[config.mk]
export PLATFORM = sky130hd
export DESIGN_NAME = cordic_job_scheduler_flat
export DESIGN_NICKNAME = d
export VERILOG_FILES = /design/src/rtl/cordic_job_scheduler_if.sv /design/src/rtl/cordic_job_scheduler.sv /design/src/flat_wrapper.sv
export SDC_FILE = /design/constraint.sdc
export NUM_CORES = 1
export LEC_CHECK = 0
export ABC_AREA = 1
export BUFFER_PORTS_ARGS = -buffer_cell sky130_fd_sc_hd__buf_4
export CAP_MARGIN = 5
export CORE_MARGIN = 3
export CORE_UTILIZATION = 42
export DETAILED_ROUTE_END_ITERATION = 10
export PLACE_DENSITY = 0.78
export SYNTH_ARGS = -nofsm -noshare
export SYNTH_HDL_FRONTEND = slang
export SYNTH_SLANG_ARGS = --single-unit
[constraint.sdc]
create_clock -name clk -period 1.7 [get_ports clk]
set_input_delay 0.17 -clock clk [delete_from_list [all_inputs] [get_ports clk]]
set_output_delay 0.17 -clock clk [all_outputs]
set_load 0.02 [all_outputs]
[src/rtl/cordic_job_scheduler_if.sv]
// Requester-side and CORDIC-core-side signals of the job scheduler.
// The master modport is the scheduler; the slave modport is the requesters plus the core.
interface cordic_job_scheduler_if #(
  parameter int NUM_REQ = 4,
  parameter int DATA_W  = 16
);
  logic [NUM_REQ-1:0]        req;
  logic [NUM_REQ*DATA_W-1:0] req_angle;
  logic [NUM_REQ-1:0]        grant;
  logic                      cordic_start;
  logic [DATA_W-1:0]         cordic_angle;
  logic                      cordic_done;
  logic [DATA_W-1:0]         cordic_x;
  logic [DATA_W-1:0]         cordic_y;
  logic [NUM_REQ-1:0]        rsp_valid;
  logic [DATA_W-1:0]         rsp_x;
  logic [DATA_W-1:0]         rsp_y;
  logic                      rsp_err;

  modport master (
    input  req, req_angle, cordic_done, cordic_x, cordic_y,
    output grant, cordic_start, cordic_angle, rsp_valid, rsp_x, rsp_y, rsp_err
  );

  modport slave (
    output req, req_angle, cordic_done, cordic_x, cordic_y,
    input  grant, cordic_start, cordic_angle, rsp_valid, rsp_x, rsp_y, rsp_err
  );
endinterface

[src/rtl/cordic_job_scheduler.sv]
// Round-robin scheduler sharing one iterative CORDIC core among NUM_REQ requesters.
// Jobs issue only on time-base ticks; a stuck core is aborted after TIMEOUT cycles.
module cordic_job_scheduler #(
  parameter int NUM_REQ = 4,
  parameter int DATA_W  = 16,
  parameter int TIMEOUT = 32
) (
  input  logic                  clk,
  input  logic                  reset,
  input  logic                  tick,
  cordic_job_scheduler_if.master bus,
  output logic                  busy,
  output logic [7:0]            overrun_cnt
);

  localparam int PTR_W = $clog2(NUM_REQ);
  localparam int CNT_W = (TIMEOUT > 2) ? $clog2(TIMEOUT) : 1;
  localparam logic [NUM_REQ-1:0] ONE_HOT0 = {{(NUM_REQ-1){1'b0}}, 1'b1};

  typedef enum logic [1:0] {IDLE, ISSUE, WAIT, RESP} state_t;

  state_t             state, state_n;
  logic [PTR_W-1:0]   rr_ptr, rr_ptr_n, owner, owner_n, winner, cand;
  logic [CNT_W-1:0]   wait_cnt, wait_cnt_n;
  logic [NUM_REQ-1:0] grant_q, grant_n, rsp_valid_q, rsp_valid_n;
  logic               start_q, start_n, rsp_err_q, rsp_err_n, found;
  logic [DATA_W-1:0]  angle_q, angle_n, rsp_x_q, rsp_x_n, rsp_y_q, rsp_y_n;
  logic [7:0]         ovr_q, ovr_n;
  logic [DATA_W-1:0]  angle_arr [NUM_REQ];

  always_comb begin
    for (int i = 0; i < NUM_REQ; i++) angle_arr[i] = bus.req_angle[i*DATA_W +: DATA_W];
  end

  // Search starts just after the last winner so every requester gets a fair turn.
  always_comb begin
    found  = 1'b0;
    winner = rr_ptr;
    cand   = '0;
    for (int k = 1; k <= NUM_REQ; k++) begin
      cand = PTR_W'((int'(rr_ptr) + k) % NUM_REQ);
      if (!found && bus.req[cand]) begin
        found  = 1'b1;
        winner = cand;
      end
    end
  end

  always_comb begin
    state_n     = state;
    rr_ptr_n    = rr_ptr;
    owner_n     = owner;
    wait_cnt_n  = wait_cnt;
    grant_n     = '0;
    start_n     = 1'b0;
    angle_n     = angle_q;
    rsp_valid_n = '0;
    rsp_x_n     = rsp_x_q;
    rsp_y_n     = rsp_y_q;
    rsp_err_n   = rsp_err_q;
    ovr_n       = ovr_q;
    unique case (state)
      IDLE: begin
        if (tick && (|bus.req)) begin
          state_n  = ISSUE;
          rr_ptr_n = winner;
          owner_n  = winner;
          angle_n  = angle_arr[winner];
          grant_n  = ONE_HOT0 << winner;
          start_n  = 1'b1;
        end
      end
      ISSUE: begin
        wait_cnt_n = '0;
        state_n    = WAIT;
      end
      WAIT: begin
        // A done arriving on the final timeout cycle still counts as success.
        if (bus.cordic_done) begin
          rsp_x_n     = bus.cordic_x;
          rsp_y_n     = bus.cordic_y;
          rsp_err_n   = 1'b0;
          rsp_valid_n = ONE_HOT0 << owner;
          state_n     = RESP;
        end else if (wait_cnt == CNT_W'(TIMEOUT - 1)) begin
          rsp_x_n     = '0;
          rsp_y_n     = '0;
          rsp_err_n   = 1'b1;
          rsp_valid_n = ONE_HOT0 << owner;
          state_n     = RESP;
        end else begin
          wait_cnt_n = wait_cnt + CNT_W'(1);
        end
      end
      RESP: state_n = IDLE;
      default: state_n = IDLE;
    endcase
    if (tick && (|bus.req) && (state != IDLE) && (ovr_q != 8'hFF)) ovr_n = ovr_q + 8'd1;
  end

  always_ff @(posedge clk) begin
    if (reset) begin
      state       <= IDLE;
      rr_ptr      <= PTR_W'(NUM_REQ - 1);
      owner       <= '0;
      wait_cnt    <= '0;
      grant_q     <= '0;
      start_q     <= 1'b0;
      angle_q     <= '0;
      rsp_valid_q <= '0;
      rsp_x_q     <= '0;
      rsp_y_q     <= '0;
      rsp_err_q   <= 1'b0;
      ovr_q       <= '0;
    end else begin
      state       <= state_n;
      rr_ptr      <= rr_ptr_n;
      owner       <= owner_n;
      wait_cnt    <= wait_cnt_n;
      grant_q     <= grant_n;
      start_q     <= start_n;
      angle_q     <= angle_n;
      rsp_valid_q <= rsp_valid_n;
      rsp_x_q     <= rsp_x_n;
      rsp_y_q     <= rsp_y_n;
      rsp_err_q   <= rsp_err_n;
      ovr_q       <= ovr_n;
    end
  end

  assign bus.grant        = grant_q;
  assign bus.cordic_start = start_q;
  assign bus.cordic_angle = angle_q;
  assign bus.rsp_valid    = rsp_valid_q;
  assign bus.rsp_x        = rsp_x_q;
  assign bus.rsp_y        = rsp_y_q;
  assign bus.rsp_err      = rsp_err_q;
  assign busy             = (state != IDLE);
  assign overrun_cnt      = ovr_q;

endmodule

[src/flat_wrapper.sv]
// flat-port wrapper written by rule: the top's interface ports become plain ports
module cordic_job_scheduler_flat 
#(
  parameter int NUM_REQ = 4,
  parameter int DATA_W  = 16,
  parameter int TIMEOUT = 32
)
  (clk, reset, tick, busy, overrun_cnt, bus_req, bus_req_angle, bus_cordic_done, bus_cordic_x, bus_cordic_y, bus_grant, bus_cordic_start, bus_cordic_angle, bus_rsp_valid, bus_rsp_x, bus_rsp_y, bus_rsp_err);
  cordic_job_scheduler_if #(.NUM_REQ(NUM_REQ), .DATA_W(DATA_W)) bus_i ();
  input  logic clk;
  input  logic reset;
  input  logic tick;
  output logic busy;
  output logic [7:0] overrun_cnt;
  input wire logic [$bits(bus_i.req)-1:0] bus_req;
  input wire logic [$bits(bus_i.req_angle)-1:0] bus_req_angle;
  input wire logic [$bits(bus_i.cordic_done)-1:0] bus_cordic_done;
  input wire logic [$bits(bus_i.cordic_x)-1:0] bus_cordic_x;
  input wire logic [$bits(bus_i.cordic_y)-1:0] bus_cordic_y;
  output wire logic [$bits(bus_i.grant)-1:0] bus_grant;
  output wire logic [$bits(bus_i.cordic_start)-1:0] bus_cordic_start;
  output wire logic [$bits(bus_i.cordic_angle)-1:0] bus_cordic_angle;
  output wire logic [$bits(bus_i.rsp_valid)-1:0] bus_rsp_valid;
  output wire logic [$bits(bus_i.rsp_x)-1:0] bus_rsp_x;
  output wire logic [$bits(bus_i.rsp_y)-1:0] bus_rsp_y;
  output wire logic [$bits(bus_i.rsp_err)-1:0] bus_rsp_err;
  assign bus_i.req = bus_req;
  assign bus_i.req_angle = bus_req_angle;
  assign bus_i.cordic_done = bus_cordic_done;
  assign bus_i.cordic_x = bus_cordic_x;
  assign bus_i.cordic_y = bus_cordic_y;
  assign bus_grant = bus_i.grant;
  assign bus_cordic_start = bus_i.cordic_start;
  assign bus_cordic_angle = bus_i.cordic_angle;
  assign bus_rsp_valid = bus_i.rsp_valid;
  assign bus_rsp_x = bus_i.rsp_x;
  assign bus_rsp_y = bus_i.rsp_y;
  assign bus_rsp_err = bus_i.rsp_err;
  cordic_job_scheduler #(.NUM_REQ(NUM_REQ), .DATA_W(DATA_W), .TIMEOUT(TIMEOUT)) u_core (.clk(clk), .reset(reset), .tick(tick), .bus(bus_i), .busy(busy), .overrun_cnt(overrun_cnt));
endmodule
==> metrics.yaml, run 1 <==
hold_depth: 3
fin_worst_skew_ns: 0.01448
hold_viol_final: 0
grt_pass1_wl_um: 17840
dieWidth_um: 99.56
synth.net_count: 630
outcome: "complete, but fails checks"
drc: 0
final_cell_area_mm2: 0.005932
power.leakage_nw: 2.840
crit_path_end_kind: "flip-flop"
insertion_delay_ns: 0.36
cts_root_buf: "clkbuf_8"
overflow: 0
place_area_mm2: 0.005180
clockBufferDepth: 2
yosysWarnings: 0
pre_cts_slack_ns: -0.1886
post-route-period-util_pct: 102.1
antenna_found_initial: 0
syn_inst: 520
violations: "setup timing"
worstMarginPinSlew_ns: 0.3476
start_kind: "flip-flop"
synth.cell_area_mm2: 0.003676
dr_wl_met2_um: 5861
die_area_mm2: 0.009911
p_total_mw: 12.03
core-area_mm2: 0.008341
grt_max_degree: 34
n_antenna_cell: 0
drv_slew: 0
ctsHoldBuffers: 0
placementRows: 33
setup_viol: 6
cap_violations: 0
ant_nets: 0
multi_input_area_mm2: 0.002187
wl_met3_um: 943
portBuffers: 170
wire_per_inst_um: 14.34
synthTopCellsByArea: "dfxtp_1 (42%), nand2_1 (20%), nand3_1 (7.2%), a21oi_1 (6.5%), inv_1 (3.0%)"
routed_wl_um: 11760
wl_met1_um: 4639
reg2reg_depth: 15
rrSetupSlack_ns: -0.04
hold_path.class: "input pin to flip-flop"
final_common_cell: "buf_4"
ioPinCount: 171
syn2layout_area_growth_pct: 61.37
layout-drive-gt1-share_pct: 44.34
die_height_um: 99.56
ys_ff_latch: 77
vias: 4179
synth.avg_cell_area_um2: 7.069
cp.required_ns: 1.95
fin_hold_ws_ns: 0.06314
final.setup.tns_ns: -0.1615
cts.clk_slew.worst_paths_ns: 0.09
worst_slack_ns: -0.03541
fill_cells: 640
worstPathMaxFanout: 8
cts_tree: "built"
htree_levels: 3
cts_sinks: 77
synth_top_area_share_pct: 41.93
cts_made_buffers: 9
firstDrtPassIters: 4
worstPathArrival_ns: 1.99
top_layer_used: "met4"
power_density_mw_per_mm2: 2029
seq_area_mm2: 0.001555
synth_seq_area_share_pct: 41.93
rsz0062_at_grt: "true"
first_iter_violations: 183
min_period_ns: 1.735
via_per_inst: 5.096
fmax_mhz: 576.2
nNetsFinal: 820
yosysUniqueCellTypes: 28
layout_common_cells: "buf_4 (190), nand2_1 (171), dfxtp_1 (70)"
vdd_drop_max_uv: 1461
hpwl_um: 8226
grt_pass1_vias: 3887
synth_area_leader_cell: "dfxtp_1"
crit_type: "flip-flop to flip-flop"
slew_headroom_pct: 76.67
gp_congestion: 0.9578
grt_usage_pct: 21.80
start_util_pct: 44.07
worst max-delay path, cell delays in order, from the launching register on:
cell       delay (ns)
dfxtp_4          0.39
inv_6            0.09
nand2_2          0.06
nand2_2          0.10
nand2_2          0.07
nand2_2          0.09
clkinv_4         0.11
nand2_8          0.10
nand2_8          0.08
clkbuf_16        0.16
nand3_1          0.06
nand2_1          0.06
nand2_1          0.08
nand3_2          0.08
nand2_1          0.07
inv_1            0.03
per-layer routing:
layer | GRT usage (%) | vias to the layer above
li1 | - | 2077
met1 | 26.52 | 1907
met2 | 37.86 | 166
met3 | 5.400 | 29
met4 | 6.723 | 0
met5 | 0 | -
stage by stage:
step                      cells  util, %
after floorplan             520        -
after global placement      795    62.11
after detailed placement    795    62.11
after CTS                   814    65.69
after global routing        820    71.12
final                       820    71.12
synthesized netlist by cell type, drive strengths merged:
cell      n
clkinv    1
clkbuf   14
nor4      4
nor2     16
o211ai    1
nand2   213
o21ai    11
o22ai     1
inv      33
ha        6
nand4     4
nand3    62
o21a      7
a21oi    48
a22oi     2
a221oi    2
dfxtp    77
nor3      5
xor2      1
buf      12
final timing paths:
check                                     start                                       end
hold reg to reg    u_core.owner[1]$_SDFFE_PP0P_        u_core.bus.rsp_valid[0]$_SDFF_PP0_
hold / removal                 bus_cordic_x[12]         u_core.bus.rsp_x[12]$_SDFFE_PP0P_
setup / recovery  u_core.rr_ptr[0]$_SDFFE_PP1P_  u_core.bus.cordic_angle[13]$_SDFFE_PP0P_
setup reg to reg  u_core.rr_ptr[0]$_SDFFE_PP1P_  u_core.bus.cordic_angle[13]$_SDFFE_PP0P_
final cells by class:
| type | instances | area share, % |
|---|---|---|
| clock buffers | 9 | 2.088 |
| clock inverters | 7 | 1.540 |
| inverters | 34 | 2.405 |
| multi-input cells | 383 | 36.87 |
| flip-flops and latches | 77 | 26.22 |
| well taps | 105 | 2.215 |
| repair buffers | 205 | 28.66 |
flip-flops by register name, indices dropped and copies added, names as in the netlist:
signal	cells
u_core.bus.cordic_angle	16
u_core.bus.rsp_x	16
u_core.bus.rsp_y	16
u_core.overrun_cnt	8
u_core.wait_cnt	5
u_core.bus.grant	4
u_core.bus.rsp_valid	4
u_core.owner	2
u_core.rr_ptr	2
u_core.state	2
u_core.bus.cordic_start	1
u_core.bus.rsp_err	1
logic make-up after synthesis:
group           Yosys count  synth area share, %
simple gates            304                36.79
flops                    77                41.93
compound gates           72                10.72
buf+inv                  60                8.271
fa+ha+maj                 6                2.042
xor+xnor                  1               0.2383
report_power, final:
| group | total, mW | switching (mW) | internal, mW |
|---|---|---|---|
| Sequential | 2.49 | 0.273 | 2.22 |
| Clock | 1.46 | 0.749 | 0.713 |
| Combinational | 8.08 | 4.70 | 3.38 |
what timing repair did:
item                                    in CTS  in global routing
gates cloned                                 1                  3
gates resized for setup                     16                 84
pin swaps                                    6                 38
buffers inserted                             2                  3
endpoints found under the setup margin      48                 60
Power figures use the tool's default switching activity.
==> run 2, diff against run 1 <==
CORE_UTILIZATION = 49   (was 42)
PLACE_DENSITY = 0.85   (was 0.78)
clock period = 2.2 ns   (was 1.7 ns; I/O delays follow)
==> run 2 against run 1 <==
  * The run now ends clean
  * Count of clock-buffer cells in the layout is the same
  * Flip-flop and latch count is the same
  * Cell area shrank 13%
  * Combinational power shrank 47%
  * Clock skew shrank 0.0066 ns
  * Largest cell class unchanged
==> metrics.yaml, run 2 (same netlist as run 1, synthesis figures left out) <==
instances_no_fill: 786
via_per_inst: 5.098
first_iter_violations: 152
insertion_delay_ns: 0.33
power.leakage_nw: 2.529
final_common_cell: "nand2_1"
overflow: 0
critical_path.slowest_cell: "dfxtp_2"
vias: 4007
slew_headroom_pct: 71.25
vdd_drop_max_uv: 960.3
cts.clk_slew.worst_paths_ns: 0.08
grt_max_degree: 43
placementRows: 30
routed_wl_um: 10520
place_area_mm2: 0.004989
start_kind: "flip-flop"
dp.cells: 771
grt_usage_pct: 23.46
min_period_ns: 2.006
hpwl_um: 8039
power_frac_clock_pct: 12.7
p_total_mw: 7.088
worstMarginPinSlew_ns: 0.4313
gp_congestion: 0.8309
clockBufferDepth: 2
cap_violations: 0
ant_nets: 0
grt_pass1_wl_um: 16520
ctsHoldBuffers: 0
ioPinCount: 171
rsz0062_at_grt: "false"
seqPwrFrac_pct: 26.9
pre_cts_slack_ns: 0.02135
p_sw_mw: 3.460
post-cts-setup-buffer-count: 0
max_stage_delay_ns: 0.47
outcome: "complete, no violations"
syn2layout_area_growth_pct: 40.30
htree_levels: 3
worstPathArrival_ns: 2.28
wire_per_inst_um: 13.38
layout-drive-gt1-share_pct: 33.33
power_density_mw_per_mm2: 1374
n_antenna_cell: 0
drc: 0
cp.required_ns: 2.48
hold_viol_final: 0
setup_viol: 0
p_int_mw: 3.628
layout_common_cells: "nand2_1 (194), buf_4 (180), dfxtp_1 (76)"
final_cell_area_mm2: 0.005157
start_util_pct: 52.37
nNetsFinal: 796
path_cells: "inv_6, nand2_1, nand3_1, nand2_1, nand2_4, nand2_4, nand2_4, nand2_2, buf_6, nand2_1, nand3_1, nand3_1, nand2_1"
dieWidth_um: 92.62
final.setup.tns_ns: 0
die_height_um: 92.62
drv_slew: 0
grt_pass1_vias: 3672
die_area_mm2: 0.008578
cts_made_buffers: 9
portBuffers: 170
hp-start: "bus_cordic_y[15]"
worstPathMaxFanout: 20
critPathLaunch: "u_core.rr_ptr[0]$_SDFFE_PP1P_"
cts_resized: 0
cp_common_cell: "nand2_1"
cts_root_buf: "clkbuf_8"
firstDrtPassIters: 7
crit_type: "flip-flop to flip-flop"
cts_tree: "built"
p_comb_share_pct: 60.4
worst_slack_ns: 0.1943
power_switching_share_pct: 48.81
fmax_mhz: 498.6
fin_worst_skew_ns: 0.007878
crit_path_end_kind: "flip-flop"
hold_path.class: "input pin to flip-flop"
antenna_found_initial: 0
reg2reg_from: "u_core.rr_ptr[0]$_SDFFE_PP1P_"
cts_sinks: 77
core-area_mm2: 0.007019
post-route-period-util_pct: 91.17
## run 2: worst paths after layout
| kind | to | slack, ns | cells after the start |
|---|---|---|---|
| setup / recovery | u_core.bus.cordic_angle[3]$_SDFFE_PP0P_ | 0.19 | 13 |
| hold / removal | u_core.bus.rsp_y[15]$_SDFFE_PP0P_ | 0.14 | 3 |
| setup reg to reg | u_core.bus.cordic_angle[3]$_SDFFE_PP0P_ | 0.19 | 13 |
| hold reg to reg | u_core.bus.rsp_valid[1]$_SDFF_PP0_ | 0.44 | 1 |
## run 2: power groups by stage
stage               Sequential, mW  Clock (mW)  Combinational (mW)
floorplan                     2.17           0                3.18
global placement              1.92           0                4.11
detailed placement            1.93           0                4.25
CTS                           1.90       0.926                4.26
global route                  1.95       0.984                4.78
finish                        1.91       0.901                4.28
## run 2: critical path: cells and delay by family (launching register included)
| kind | cells | cell delay (ns) |
|---|---|---|
| DFF | 1 | 0.47 |
| buffers and inverters | 2 | 0.31 |
| and+or+nand+nor | 11 | 1.14 |
## run 2: layout make-up
type	instances	area (µm²)
fillers	566	1862
multi-input cells	383	1831
inverters	34	137.6
clock inverters	6	40.04
repair buffers	181	1363
flip-flops and latches	77	1543
well taps	96	120.1
clock buffers	9	123.9
## run 2: routing by layer
layer | track usage (%) | vias to the layer above | wire (µm)
met2 | 41.09 | 153 | 5229
met4 | 7.570 | 0 | 199
li1 | - | 2011 | -
met3 | 4.468 | 19 | 737
met1 | 29.01 | 1824 | 4349
met5 | 0 | - | 0
## run 2: metrics by stage
step,util [%],hold WS [ns]
floorplan,-,0.3681
global placement,71.07,0.4380
detailed placement,71.07,0.4372
CTS,73.40,0.1221
global route,73.48,0.1232
finish,73.48,0.1378
==> run 3, diff against run 2 <==
ABC_AREA = not set   (was 1)
PLACE_DENSITY = 0.87   (was 0.85)
==> run 3 against run 2 <==
  * Sequential power fell by 8%
  * Largest power group unchanged
  * Wire length down 12%
  * Clock skew is essentially flat
  * Maximum frequency rose by 2.9%
  * Global-route usage down 2.5 points
  * Highest routed layer unchanged
  * Cell area is 4.5% lower
  * First-iteration DRC count decreased by 54%
  * Flip-flop and latch count unchanged
==> metrics.yaml, run 3 <==
insertion_delay_ns: 0.33
vdd_drop_max_uv: 570.0
reg2reg_depth: 8
htree_levels: 3
min_period_ns: 1.950
crit_path_end_kind: "flip-flop"
die_height_um: 89.33
synth.area.mux_share_pct: 8.238
grt_busiest_layer: "met2"
synth_area_leader_cell: "dfxtp_1"
hp-start: "bus_cordic_x[5]"
critPathLaunch: "u_core.wait_cnt[0]$_SDFFE_PP0P_"
routed_wl_um: 9257
layout-drive-gt1-share_pct: 39.77
cts.clk_slew.worst_paths_ns: 0.08
slew_headroom_pct: 59.47
synthTopCellsByArea: "dfxtp_1 (45%), mux2i_1 (8.2%), a22oi_1 (7.1%), nor2_1 (6.6%), o221ai_2 (4.4%)"
core-area_mm2: 0.006531
wire_per_inst_um: 15.30
syn_inst: 357
rr_endpoint: "u_core.wait_cnt[2]$_SDFFE_PP0P_"
grt_usage_pct: 20.97
fin_util_pct: 75.42
cap_violations: 0
gp_congestion: 0.7959
worst_slack_ns: 0.2500
dieWidth_um: 89.33
placementRows: 29
cts_sinks: 77
power.leakage_nw: 2.287
via_per_inst: 5.463
die_area_mm2: 0.007979
fin_hold_ws_ns: 0.1162
pre_cts_slack_ns: 0.2053
cts_made_buffers: 9
layout_common_cells: "buf_4 (175), dfxtp_1 (77), nor2_1 (60)"
synth.net_count: 467
yosysMostFrequentCell: "dfxtp_1"
synthXorXnorAreaFrac_pct: 1.545
drv_slew: 0
ioPinCount: 171
dp.cells: 589
synth.cell_area_mm2: 0.003402
n_antenna_cell: 0
fin_worst_skew_ns: 0.007869
synth_simple_gate_area_share_pct: 18.76
worstPathMaxFanout: 5
antenna_found_initial: 0
worstPathArrival_ns: 2.16
firstDrtPassIters: 4
cts_root_buf: "clkbuf_8"
final_cell_area_mm2: 0.004926
synth_compound_gate_area_share_pct: 20.08
synth_common_cells: "dfxtp_1 (77), nor2_1 (60), a22oi_1 (32)"
cts_tree: "built"
clockBufferDepth: 2
synth_top_area_share_pct: 45.31
hold_path_end: "u_core.bus.rsp_x[5]$_SDFFE_PP0P_"
vias: 3305
synth-edff-count: 0
rrSetupSlack_ns: 0.25
setup_viol: 0
hpwl_um: 6964
grt_pass1_wl_um: 13220
post-route-period-util_pct: 88.64
post-cts-setup-buffer-count: 0
grtUsageMet3_pct: 6.359
worstMarginPinSlew_ns: 0.6079
synthAdderAreaFrac_pct: 2.207
ys_ff_latch: 77
fmax_mhz: 512.8
drc: 0
use_met2_pct: 36.64
p_total_mw: 4.569
hold_path.class: "input pin to flip-flop"
synth_top_family_by_area: "compound AO/OA/AOI/OAI gates"
synth.avg_cell_area_um2: 9.529
cts_resized: 0
yosysUniqueCellTypes: 45
first_iter_violations: 70
grt_max_degree: 53
place_area_mm2: 0.004727
ctsHoldBuffers: 0
overflow: 0
portBuffers: 170
final_common_cell: "buf_4"
power_density_mw_per_mm2: 927.5
rsz0062_at_grt: "false"
reg2reg_from: "u_core.wait_cnt[0]$_SDFFE_PP0P_"
outcome: "complete, no violations"
synth_seq_area_share_pct: 45.31
async_flop_share_pct: 0
ant_nets: 0
start_util_pct: 52.09
final.setup.tns_ns: 0
hold_viol_final: 0
syn2layout_area_growth_pct: 44.80
hold_depth: 3
synthFlopType: "dfxtp_1"
yosysWarnings: 0
cp.required_ns: 2.41
instances_no_fill: 605
use_met1_pct: 24.72
nNetsFinal: 633
grt_pass1_vias: 3014
crit_type: "flip-flop to flip-flop"
start_kind: "flip-flop"
==> run 3: cell type report <==
type	count	area [µm²]
timing repair buffer	176	1334
tap	77	96.34
sequential	77	1541
multi-input combinational	253	1734
inverter	6	22.52
clock inverter	7	73.82
clock buffer	9	123.9
fill	458	1605
==> run 3: cell families after synthesis <==
| logic type | count (synthesis) |
|---|---|
| compound gates | 84 |
| flops | 77 |
| fa+ha+maj | 6 |
| mux | 28 |
| simple gates | 129 |
| buf+inv | 27 |
| xor+xnor | 6 |
==> run 3: worst max-delay path, cell delays in order (launching register included) <==
cell and delay [ns]:
dfxtp_1 0.35, ha_1 0.23, and3_1 0.19, ha_1 0.21
or3b_2 0.51, nand2_1 0.08, o21ai_0 0.07, a21oi_1 0.14
nor2_1 0.05
==> run 3: routing by layer <==
metal  part of all wire [%]  up-vias
met3                    9.5        6
li1                       -     1634
met4                   0.55        0
met2                     50      132
met1                     40     1533
met5                      0        -
==> run 3: worst max path at each step <==
stage | to | slack (ns)
2_1_floorplan | u_core.wait_cnt[3]$_SDFFE_PP0P_ | 0.35
3_3_place_gp | u_core.wait_cnt[2]$_SDFFE_PP0P_ | 0.32
3_5_place_dp | u_core.bus.rsp_x[2]$_SDFFE_PP0P_ | 0.21
4_1_cts | u_core.bus.rsp_y[12]$_SDFFE_PP0P_ | 0.17
5_1_grt | u_core.bus.cordic_angle[7]$_SDFFE_PP0P_ | 0.05
6_report | u_core.wait_cnt[2]$_SDFFE_PP0P_ | 0.25
==> run 3: where the power goes <==
group          total, mW  switching [mW]  internal (mW)  leakage (nW)
Clock               1.05           0.525          0.528        0.0996
Sequential          1.75           0.143           1.61         0.625
Combinational       1.76           0.983          0.779          1.56
Total               4.57            1.65           2.92          2.29
